<file path="src/rtl/jt8255_peri_pkg.sv">
// Shared encodings and default parameters for the jt8255 handshake bridge.
package jt8255_peri_pkg;

  localparam int unsigned DefDepth  = 4;
  localparam int unsigned DefStbLen = 2;
  localparam int unsigned DefAckLen = 2;
  // Wide enough for STB_LEN/ACK_LEN up to 15.
  localparam int unsigned CntW      = 4;

  typedef enum logic [2:0] {
    TxIdle,
    TxSetup,
    TxStrobe,
    TxWaitHi,
    TxWaitLo
  } tx_state_e;

  typedef enum logic [1:0] {
    RxIdle,
    RxSettle,
    RxAck,
    RxWaitHi
  } rx_state_e;

endpackage

</file>
<file path="src/rtl/jt8255_peri_fifo.sv">
// 8-bit synchronous show-ahead FIFO; head is presented combinationally while non-empty.
module jt8255_peri_fifo
  import jt8255_peri_pkg::*;
#(
  parameter int unsigned DEPTH = DefDepth
) (
  input  logic       clk,
  input  logic       rst,
  input  logic [7:0] i_wdata,
  input  logic       i_push,
  output logic       o_full,
  output logic [7:0] o_rdata,
  output logic       o_empty,
  input  logic       i_pop
);

  localparam int unsigned AW = $clog2(DEPTH);

  logic [7:0]  r_mem [DEPTH];
  logic [AW:0] r_wr;
  logic [AW:0] r_rd;
  logic        w_do_push;
  logic        w_do_pop;

  assign o_empty   = (r_wr == r_rd);
  assign o_full    = (r_wr[AW] != r_rd[AW]) && (r_wr[AW-1:0] == r_rd[AW-1:0]);
  assign w_do_pop  = i_pop && !o_empty;
  // A full FIFO still takes a push when the head leaves in the same cycle.
  assign w_do_push = i_push && (!o_full || w_do_pop);
  assign o_rdata   = o_empty ? 8'h00 : r_mem[r_rd[AW-1:0]];

  always_ff @(posedge clk or posedge rst) begin
    if (rst) begin
      r_wr <= '0;
      r_rd <= '0;
    end else begin
      if (w_do_push) r_wr <= r_wr + 1'b1;
      if (w_do_pop)  r_rd <= r_rd + 1'b1;
    end
  end

  always_ff @(posedge clk) begin
    if (w_do_push) r_mem[r_wr[AW-1:0]] <= i_wdata;
  end

endmodule

</file>
<file path="src/rtl/jt8255_peri.sv">
// Bridge between byte streams and a jt8255 in mode 1: TX drives the strobed input port,
// RX drains the strobed output port. The two handshakes run independently.
module jt8255_peri
  import jt8255_peri_pkg::*;
#(
  parameter int unsigned DEPTH   = DefDepth,
  parameter int unsigned STB_LEN = DefStbLen,
  parameter int unsigned ACK_LEN = DefAckLen
) (
  input  logic       clk,
  input  logic       rst,
  input  logic [7:0] i_tx_data,
  input  logic       i_tx_valid,
  output logic       o_tx_ready,
  output logic [7:0] o_rx_data,
  output logic       o_rx_valid,
  input  logic       i_rx_ready,
  output logic [7:0] o_pio_dout,
  output logic       o_stb,
  input  logic       i_ibf,
  input  logic [7:0] i_pio_din,
  input  logic       i_obf,
  output logic       o_ack
);

  localparam logic [CntW-1:0] StbLast = CntW'(STB_LEN - 1);
  localparam logic [CntW-1:0] AckLast = CntW'(ACK_LEN - 1);

  tx_state_e       r_tx_state, w_tx_state_nxt;
  rx_state_e       r_rx_state, w_rx_state_nxt;
  logic [CntW-1:0] r_tx_cnt, w_tx_cnt_nxt;
  logic [CntW-1:0] r_rx_cnt, w_rx_cnt_nxt;
  logic [7:0]      r_pio_dout, w_pio_dout_nxt;
  logic            r_stb;
  logic            r_ack;
  logic            w_tx_full, w_tx_empty, w_tx_pop, w_tx_push;
  logic [7:0]      w_tx_head;
  logic            w_rx_full, w_rx_empty, w_rx_push;

  assign w_tx_push  = i_tx_valid && !w_tx_full;
  assign o_tx_ready = !w_tx_full;
  assign o_rx_valid = !w_rx_empty;
  assign o_pio_dout = r_pio_dout;
  assign o_stb      = r_stb;
  assign o_ack      = r_ack;

  jt8255_peri_fifo #(.DEPTH(DEPTH)) u_tx_fifo (
    .clk     (clk),
    .rst     (rst),
    .i_wdata (i_tx_data),
    .i_push  (w_tx_push),
    .o_full  (w_tx_full),
    .o_rdata (w_tx_head),
    .o_empty (w_tx_empty),
    .i_pop   (w_tx_pop)
  );

  jt8255_peri_fifo #(.DEPTH(DEPTH)) u_rx_fifo (
    .clk     (clk),
    .rst     (rst),
    .i_wdata (i_pio_din),
    .i_push  (w_rx_push),
    .o_full  (w_rx_full),
    .o_rdata (o_rx_data),
    .o_empty (w_rx_empty),
    .i_pop   (i_rx_ready)
  );

  always_comb begin
    w_tx_state_nxt = r_tx_state;
    w_tx_cnt_nxt   = r_tx_cnt;
    w_pio_dout_nxt = r_pio_dout;
    w_tx_pop       = 1'b0;
    case (r_tx_state)
      TxIdle: begin
        if (!w_tx_empty && !i_ibf) begin
          w_tx_pop       = 1'b1;
          w_pio_dout_nxt = w_tx_head;
          w_tx_state_nxt = TxSetup;
        end
      end
      TxSetup: begin
        w_tx_cnt_nxt   = '0;
        w_tx_state_nxt = TxStrobe;
      end
      TxStrobe: begin
        if (r_tx_cnt == StbLast) w_tx_state_nxt = TxWaitHi;
        else                     w_tx_cnt_nxt   = r_tx_cnt + 1'b1;
      end
      TxWaitHi: if (i_ibf)  w_tx_state_nxt = TxWaitLo;
      TxWaitLo: if (!i_ibf) w_tx_state_nxt = TxIdle;
      default:  w_tx_state_nxt = TxIdle;
    endcase
  end

  always_ff @(posedge clk or posedge rst) begin
    if (rst) begin
      r_tx_state <= TxIdle;
      r_tx_cnt   <= '0;
      r_pio_dout <= 8'hff;
      r_stb      <= 1'b0;
    end else begin
      r_tx_state <= w_tx_state_nxt;
      r_tx_cnt   <= w_tx_cnt_nxt;
      r_pio_dout <= w_pio_dout_nxt;
      r_stb      <= (w_tx_state_nxt == TxStrobe);
    end
  end

  // The 8255 port register lags the write by a cycle, so capture at the end of SETTLE.
  always_comb begin
    w_rx_state_nxt = r_rx_state;
    w_rx_cnt_nxt   = r_rx_cnt;
    w_rx_push      = 1'b0;
    case (r_rx_state)
      RxIdle:   if (!i_obf && !w_rx_full) w_rx_state_nxt = RxSettle;
      RxSettle: begin
        w_rx_push      = 1'b1;
        w_rx_cnt_nxt   = '0;
        w_rx_state_nxt = RxAck;
      end
      RxAck: begin
        if (r_rx_cnt == AckLast) w_rx_state_nxt = RxWaitHi;
        else                     w_rx_cnt_nxt   = r_rx_cnt + 1'b1;
      end
      RxWaitHi: if (i_obf) w_rx_state_nxt = RxIdle;
      default:  w_rx_state_nxt = RxIdle;
    endcase
  end

  always_ff @(posedge clk or posedge rst) begin
    if (rst) begin
      r_rx_state <= RxIdle;
      r_rx_cnt   <= '0;
      r_ack      <= 1'b0;
    end else begin
      r_rx_state <= w_rx_state_nxt;
      r_rx_cnt   <= w_rx_cnt_nxt;
      r_ack      <= (w_rx_state_nxt == RxAck);
    end
  end

endmodule

</file>
<file path="config.mk">
export PLATFORM = sky130hd
export DESIGN_NAME = jt8255_peri
export DESIGN_NICKNAME = d
export VERILOG_FILES = /design/src/rtl/jt8255_peri_pkg.sv /design/src/rtl/jt8255_peri_fifo.sv /design/src/rtl/jt8255_peri.sv
export SDC_FILE = /design/constraint.sdc
export NUM_CORES = 1
export LEC_CHECK = 0
export ABC_AREA = 1
export BUFFER_PORTS_ARGS = -buffer_cell sky130_fd_sc_hd__clkbuf_2
export CORE_ASPECT_RATIO = 0.5
export CORE_MARGIN = 5
export CORE_UTILIZATION = 25
export CTS_CLUSTER_DIAMETER = 50
export CTS_CLUSTER_SIZE = 12
export DETAILED_ROUTE_END_ITERATION = 10
export PLACE_DENSITY = 0.49
export SYNTH_ARGS = -nofsm -noshare
export SYNTH_HDL_FRONTEND = slang
export SYNTH_SLANG_ARGS = --single-unit
</file>
<file path="constraint.sdc">
create_clock -name clk -period 1.99 [get_ports clk]
set_clock_uncertainty 0.05 [all_clocks]
set_input_delay 0.0995 -clock clk [delete_from_list [all_inputs] [get_ports clk]]
set_output_delay 0.0995 -clock clk [all_outputs]
set_load 0.05 [all_outputs]
</file>
* After elaboration in Yosys (flattened, before gate mapping)
Memory sizes are Yosys's and may differ from the RTL's. A register that Yosys moved wholly into a read port is not among the register bits.
Cells that the tools add are included.
** Word-level totals
- Output and inout port bits :: 20
- Register bits :: 27
- Memory bits (writable) :: 64
- Bits in latches :: 0
- Memory bits (read-only) :: 0
- Memories kept :: 2
- Logic and storage cells :: 82
** Memory list
- u_rx_fifo.r_mem :: depth 4, width 8, rd ports 1, clocked after Yosys merged registers in 0, write ports 1, RTL line jt8255_peri_fifo.sv:19 : logic [7:0] r_mem [DEPTH];
- u_tx_fifo.r_mem :: depth 4, width 8, rd ports 1, clocked after Yosys merged registers in 1, write ports 1, RTL line jt8255_peri_fifo.sv:19
** Cells by class
- Divide/modulo/power cells :: 0
- Reductions and logical operators :: 24
- Equal/unequal tests :: 19
- Add/subtract/negate cells :: 6
- Shift-type cells :: 0
- $lt $le $gt $ge :: 0
- $mul :: 0
- Bitwise logic cells :: 0
- Multiplexer cells :: 21
** Operator list (number)
- 4-bit case mux with 2 select lines :: 2
- 3-bit case mux with 5 select lines :: 1
- 3-bit by 1-bit adder with 3-bit output, second input constant :: 4
- 3-bit 2-to-1 mux :: 4
- 3-bit by 2-bit == test with 1-bit output, second input constant :: 3
- 1-bit logical AND :: 9
- 4-bit by 1-bit adder with 4-bit output, second input constant :: 2
- 4-bit by 1-bit == test with 1-bit output, second input constant :: 2
- 4-bit 2-to-1 mux :: 2
- 8-bit 2-to-1 mux :: 1
- 2-bit case mux with 4 select lines :: 1
- 1-bit 2-to-1 mux :: 7
- 2-bit == test, second input constant :: 3
- 3-bit == test :: 2
- 1-bit logical NOT :: 6
- 2-bit 2-to-1 mux :: 3
- 2-bit AND reduction :: 3
- 2-bit == test :: 2
- 2-bit != test, second input constant :: 2
- 2-bit nonzero test :: 2
- 3-bit by 1-bit == test with 1-bit output, second input constant :: 1
- 3-bit == test, second input constant :: 1
- 3-bit logical NOT :: 1
- 2-bit by 1-bit == test with 1-bit output, second input constant :: 1
- other kinds (3) :: 5

* Depth between registers and ports, before layout
- Depth after elaboration :: 10
- Depth in mapped cells :: 8
- Mapped depth without buffers :: 8

* By module
From an unflattened synthesis, not the netlist that was laid out.
** Second synthesis, totals
- Cell total of the unflattened synthesis :: 456
- Area total of the unflattened synthesis :: 4682.0 µm²
** Modules (own cells, without submodules)
- jt8255_peri_fifo :: cells an instance 163, times used 2, sequential area each 1111.1 µm², area an instance 1778.0 µm²
- jt8255_peri :: cells an instance 130, times used 1, sequential area each 585.6 µm², area an instance 1126.1 µm²

* Worst setup path after synthesis
No wires, ideal clock.
- Path kind :: register to register
- From :: reg u_tx_fifo.r_wr[2]
- To :: mem u_tx_fifo.r_mem[0][0] (enable)
- Path buffers :: 0
- Required time :: 1569 ps
- Slack :: 30 ps
- Arrival :: 1539 ps
- Cell stages (with the launch flop) :: 6
- Cells stage by stage :: dfrtp_1 xnor2_1 inv_1 nand3_2 nand2_4 nor2_1
** Between the ends
- Elaborated cells on any way between the ends :: 14
** RTL lines
- start, declared :: RTL line jt8255_peri_fifo.sv:20 : logic [AW:0] r_wr;
- start signal, assigned :: RTL line jt8255_peri_fifo.sv:37 : if (w_do_push) r_wr <= r_wr + 1'b1;
- 1-bit != test * :: RTL line jt8255_peri_fifo.sv:26 : assign o_full = (r_wr[AW] != r_rd[AW]) && (r_wr[AW-1:0] == r_rd[AW-1:0]);
- 1-bit logical AND * :: RTL line jt8255_peri_fifo.sv:26
- 1-bit logical NOT *
- net o_tx_ready :: RTL line jt8255_peri.sv:14 : output logic o_tx_ready,
- 1-bit logical AND / 1-bit logical OR (equally long branches) :: RTL line jt8255_peri.sv:40, jt8255_peri_fifo.sv:29
- 1-bit logical AND * :: RTL line jt8255_peri_fifo.sv:29 : assign w_do_push = i_push && (!o_full || w_do_pop);
- 1-bit 2-to-1 mux * :: RTL line jt8255_peri_fifo.sv:43 : if (w_do_push) r_mem[r_wr[AW-1:0]] <= i_wdata;
- 1-bit 2-to-1 mux (not written as such) * :: RTL line jt8255_peri_fifo.sv:43
- end, declared :: RTL line jt8255_peri_fifo.sv:19
The timed path passes the listed nets; every way through them passes the cells marked *.

* Final worst setup path
- From :: reg u_rx_fifo.r_rd[0]
- To :: out o_rx_data[4]
** Between the ends
- Word-level cells in the longest chain between the ends :: 2
- Elaborated cells on any way between the ends :: 3
** RTL lines
- start, declared :: RTL line jt8255_peri_fifo.sv:21 : logic [AW:0] r_rd;
- start signal, assigned :: RTL line jt8255_peri_fifo.sv:38 : if (w_do_pop) r_rd <= r_rd + 1'b1;
- memory 4 x 8 bit / 3-bit == test (equally long branches)
- 8-bit 2-to-1 mux * :: RTL line jt8255_peri_fifo.sv:30 : assign o_rdata = o_empty ? 8'h00 : r_mem[r_rd[AW-1:0]];
- end, declared :: RTL line jt8255_peri.sv:15 : output logic [7:0] o_rx_data,
Mark *: on every way between the ends. The rest lies on a longest branch, timed or not.

==> key figures <==
Outcome
  – Outcome: complete, no violations

Clocking
  – Clk Latency, worst-skew pair: approximately 340 ps
  – Clock Sinks: 99
  – Clk slew on worst S/H paths: 80 ps
  – Num CTS Buffers: 9
  – TritonCTS clock tree: yes
  – Post-CTS setup buffer count: 0
  – Root Buffer: clkbuf_16
  – CTS H-tree depth: 3
  – Clock Tree Buf Depth: 2

Placed design
  – PortBufs: slightly above 40
  – DP HPWL: 6.85 mm
  – RePlAce Congestion: approximately 0.77
  – Placement Setup Slack: approximately 300 ps

Pwr
  – Sw frac: 0.450
  – Clk pwr share: 0.186
  – Power Internal: approximately 0.005 W
  – Reg power frac: 0.355
  – Switching power: between 0.004 and 0.005 W
  – Power per Cell Area: between 1500 and 2000 mW/mm^2
  – Maximum vdd drop: 0.599 mV
  – Comb pwr share: 0.459
  – Leak Pwr: 2.34 nW

Yosys
  – Synth top area share: 0.425
  – Synth Area in XOR/XNOR: 0.0357
  – Simple-Gate Fraction of Synth Area: 0.170
  – Combinational family with the most area after synthesis: simple AND/OR/NAND/NOR gates
  – Sequential share of the synthesized area: 0.621
  – Syn nets: 448
  – Netlist cell types: 30
  – Top_reg_cell synth: edfxtp_1
  – Async set or reset register ratio after synthesis: 0.354
  – EDFF count, synth: 64
  – Avg Inst Size Synth: around 11 um^2
  – Synth Area in Compound Gates: 0.0720
  – Syn Std Cell Area: between 0.004 and 0.005 mm^2
  – Post-Synth Adder-Cell Area: 0.0387
  – Mapped Cells: between 400 and 500
  – Yosys reg bits: a little under 100
  – Warnings from Yosys: 0
  – Mux share of post-synthesis cell area: 0
  – Cell taking the most area after synthesis: edfxtp_1
  – Synth area leaders: edfxtp_1, dfrtp_1, nor2_1, o21ai_0, dfstp_2

Setup path
  – WP data arrival: between 1500 and 2000 ps
  – Worst r2r dst: u_tx_fifo.r_mem[0][6]$_DFFE_PP_
  – Crit-path max cell delay: 460 ps
  – Crit-path max FO: 17
  – R2r setup slk: 300 ps
  – Worst setup EP type: output pin
  – Sequence of cells on the critical path: inv_4 > buf_4 > nor2_1 > o21ai_0 > nand2_1 > inv_1 > buf_2
  – Top delay family on crit path: buffers and inverters
  – Critical R2R Launch: u_tx_fifo.r_wr[2]$_DFFE_PP0P_
  – Req. time, crit path: between 1500 and 2000 ps
  – Crit Path Class: register to output pin
  – Slowest CP cell: dfrtp_2
  – Worst reg2reg path depth: 6
  – Critical path launch point type: register
  – CP bufs+invs: 4

Cells and area
  – Final-stage net count: roughly 520
  – N_diodes: 0
  – Layout cells sized above 1: 0.224
  – P&R area growth vs syn: 22.6%

Global routing
  – Gr usage total: 0.0933
  – Initial antenna violation count: 0
  – Vias in the first global route: roughly 3.0k
  – Grt ovf: 0
  – First-pass GRT wire length: 15.9 mm
  – Largest net degree at the start of global routing: 36

Timing
  – Fin crit share: 0.933
  – Endpoints failing setup: 0
  – TNS Setup: 0 ps
  – Max Clk Rate: roughly 540 MHz
  – Worst-margin pin slew: between 400 and 500 ps
  – RSZ-0062 raised after global routing: no
  – Final max-slew violation count: 0
  – Relative slew slack: 0.691
  – Min Tclk post-route: 1860 ps
  – Final WS setup: roughly 130 ps
  – Hold Fails Final Rpt: 0

Die
  – Die height: between 100 and 150 um
  – Die area: 0.0210 mm^2
  – I/O Pins: between 40 and 50
  – Core area: between 0.015 and 0.02 mm^2
  – Die X-Extent: roughly 200 um
  – Num rows: 34
  – Initial Util: 0.257

Detailed routing
  – Iter 0 DRT Violations: between 150 and 200
  – Residual DRC: 0
  – ANT nets after route: 0
  – Pre-antenna DRT Iters: 4
  – Vias per Instance: 4.11
  – DR vias: slightly below 3k
  – WL/cell: 12.9 um
  – Drt total wl: 9.40 mm

Hold path
  – Hold Path Cell Cnt: 4
  – Hold Crit Class: primary input to register
  – Worst Hold Launch: i_obf
  – Hold Path End: r_rx_state[1]$_DFF_PP0_

Job
  – MaxCap Viol Count: 0
power by group through the flow:
| stage | combinational [W] | sequential, W | clock (W) |
|---|---|---|---|
| after floorplan | 0.00306 | 0.00346 | 0 |
| after global placement | 0.00413 | 0.00327 | 0 |
| after detailed placement | 0.00411 | 0.00328 | 0 |
| after CTS | 0.00419 | 0.00324 | 0.00173 |
| after global routing | 0.00469 | 0.00330 | 0.00182 |
| final | 0.00418 | 0.00323 | 0.00169 |
area by class of cell:
cell class                      count  area (um^2)
Inverter                           43          164
Sequential cell                    99         2810
Tap cell                          234          293
Clock buffer                        9          225
Multi-Input combinational cell    256         1440
Timing Repair Buffer               78          553
Clock inverter                      7         60.1
Fill cell                        1810        12000
cells in the mapped netlist, types with 2 or more instances:
cell       n
o21ai_0   44
buf_6      3
nand3_1   31
inv_1     41
nand2_4    2
nor2_1    63
nand3_2    2
edfxtp_1  64
xnor2_1    2
ha_1      14
o22ai_1    3
dfstp_2    8
xnor2_4    3
a21oi_1    2
nand2_2   12
buf_2      4
buf_4      6
xor2_1     7
o21ai_1   11
dfrtp_1   27
nand2_1   54
how the worst max path moves through the flow:
stage	from	to	cells after the start	slack (ps)
2_1_floorplan	u_tx_fifo.r_wr[2]$_DFFE_PP0P_	u_tx_fifo.r_mem[0][0]$_DFFE_PP_	5	30
3_3_place_gp	u_tx_fifo.r_wr[2]$_DFFE_PP0P_	u_tx_fifo.r_mem[0][3]$_DFFE_PP_	6	360
3_5_place_dp	u_tx_fifo.r_wr[2]$_DFFE_PP0P_	u_tx_fifo.r_mem[0][6]$_DFFE_PP_	6	300
4_1_cts	u_rx_fifo.r_rd[0]$_DFFE_PP0P_	o_rx_data[2]	8	5
5_1_grt	u_rx_fifo.r_rd[0]$_DFFE_PP0P_	o_rx_data[4]	7	3
6_report	u_rx_fifo.r_rd[0]$_DFFE_PP0P_	o_rx_data[4]	7	130
registers in the layout, indices dropped and copies added (netlist names):
| name | flops |
|---|---|
| r_rx_state | 2 |
| u_rx_fifo.r_mem | 32 |
| u_tx_fifo.r_mem | 32 |
| u_tx_fifo.r_rd | 3 |
| r_rx_cnt | 4 |
| u_tx_fifo.r_wr | 3 |
| o_stb | 1 |
| r_tx_state | 3 |
| u_rx_fifo.r_rd | 3 |
| r_tx_cnt | 4 |
| u_rx_fifo.r_wr | 3 |
| o_ack | 1 |
| o_pio_dout | 8 |
layer usage:
| metal | global-route usage | share of wire |
|---|---|---|
| met2 | 0.147 | 0.45 |
| met5 | 0 | 0 |
| met4 | 0.0398 | 0.021 |
| met3 | 0.0207 | 0.027 |
| met1 | 0.125 | 0.50 |
worst min-delay path: cells and delay by family:
kind	cells	cell delay, ps
buffers and inverters	2	120
AND/OR/NAND/NOR	2	150
layout by cell type (no fill, tap or decap), drive strengths merged:
cell type	instances
buf	18
inv	47
dfrtp	27
a21oi	2
edfxtp	64
clkinvlp	2
xnor2	5
nor2	63
clkinv	1
nand3	34
dfstp	8
o21ai	56
clkbuf	49
dlygate4sd3	20
ha	14
o211ai	1
nand4	1
nand2	68
xor2	7
o22ai	3
nor3	2
repair_timing:
item,4_1_cts,5_1_grt
endpoints found under the setup margin,2,8
gates resized for setup,2,11
hold buffers,20,0
endpoints found under the hold margin,96,0
cell families (layout without fill, tap and decap cells):
group / Yosys count / count (layout)
xor gates and xnor gates: 12 / 12
and+or+nand+nor: 168 / 168
DFF: 99 / 99
adders and majority gates: 14 / 14
AOI/OAI and AO/OA: 62 / 62
buffers and inverters: 57 / 137
stage by stage:
step | power, W | util | instance area [um^2] | std cells | hold slack (ps)
4_1_cts | 0.00916 | 0.314 | 5520 | 726 | 12.1
3_3_place_gp | 0.00740 | 0.286 | 5030 | 690 | 183
3_5_place_dp | 0.00739 | 0.286 | 5030 | 690 | 182
6_report | 0.00910 | 0.315 | 5540 | 726 | 20.7
5_1_grt | 0.00981 | 0.315 | 5540 | 726 | 43.1
2_1_floorplan | 0.00652 | - | 4520 | 412 | 148
(Power assumes the default switching activity.)
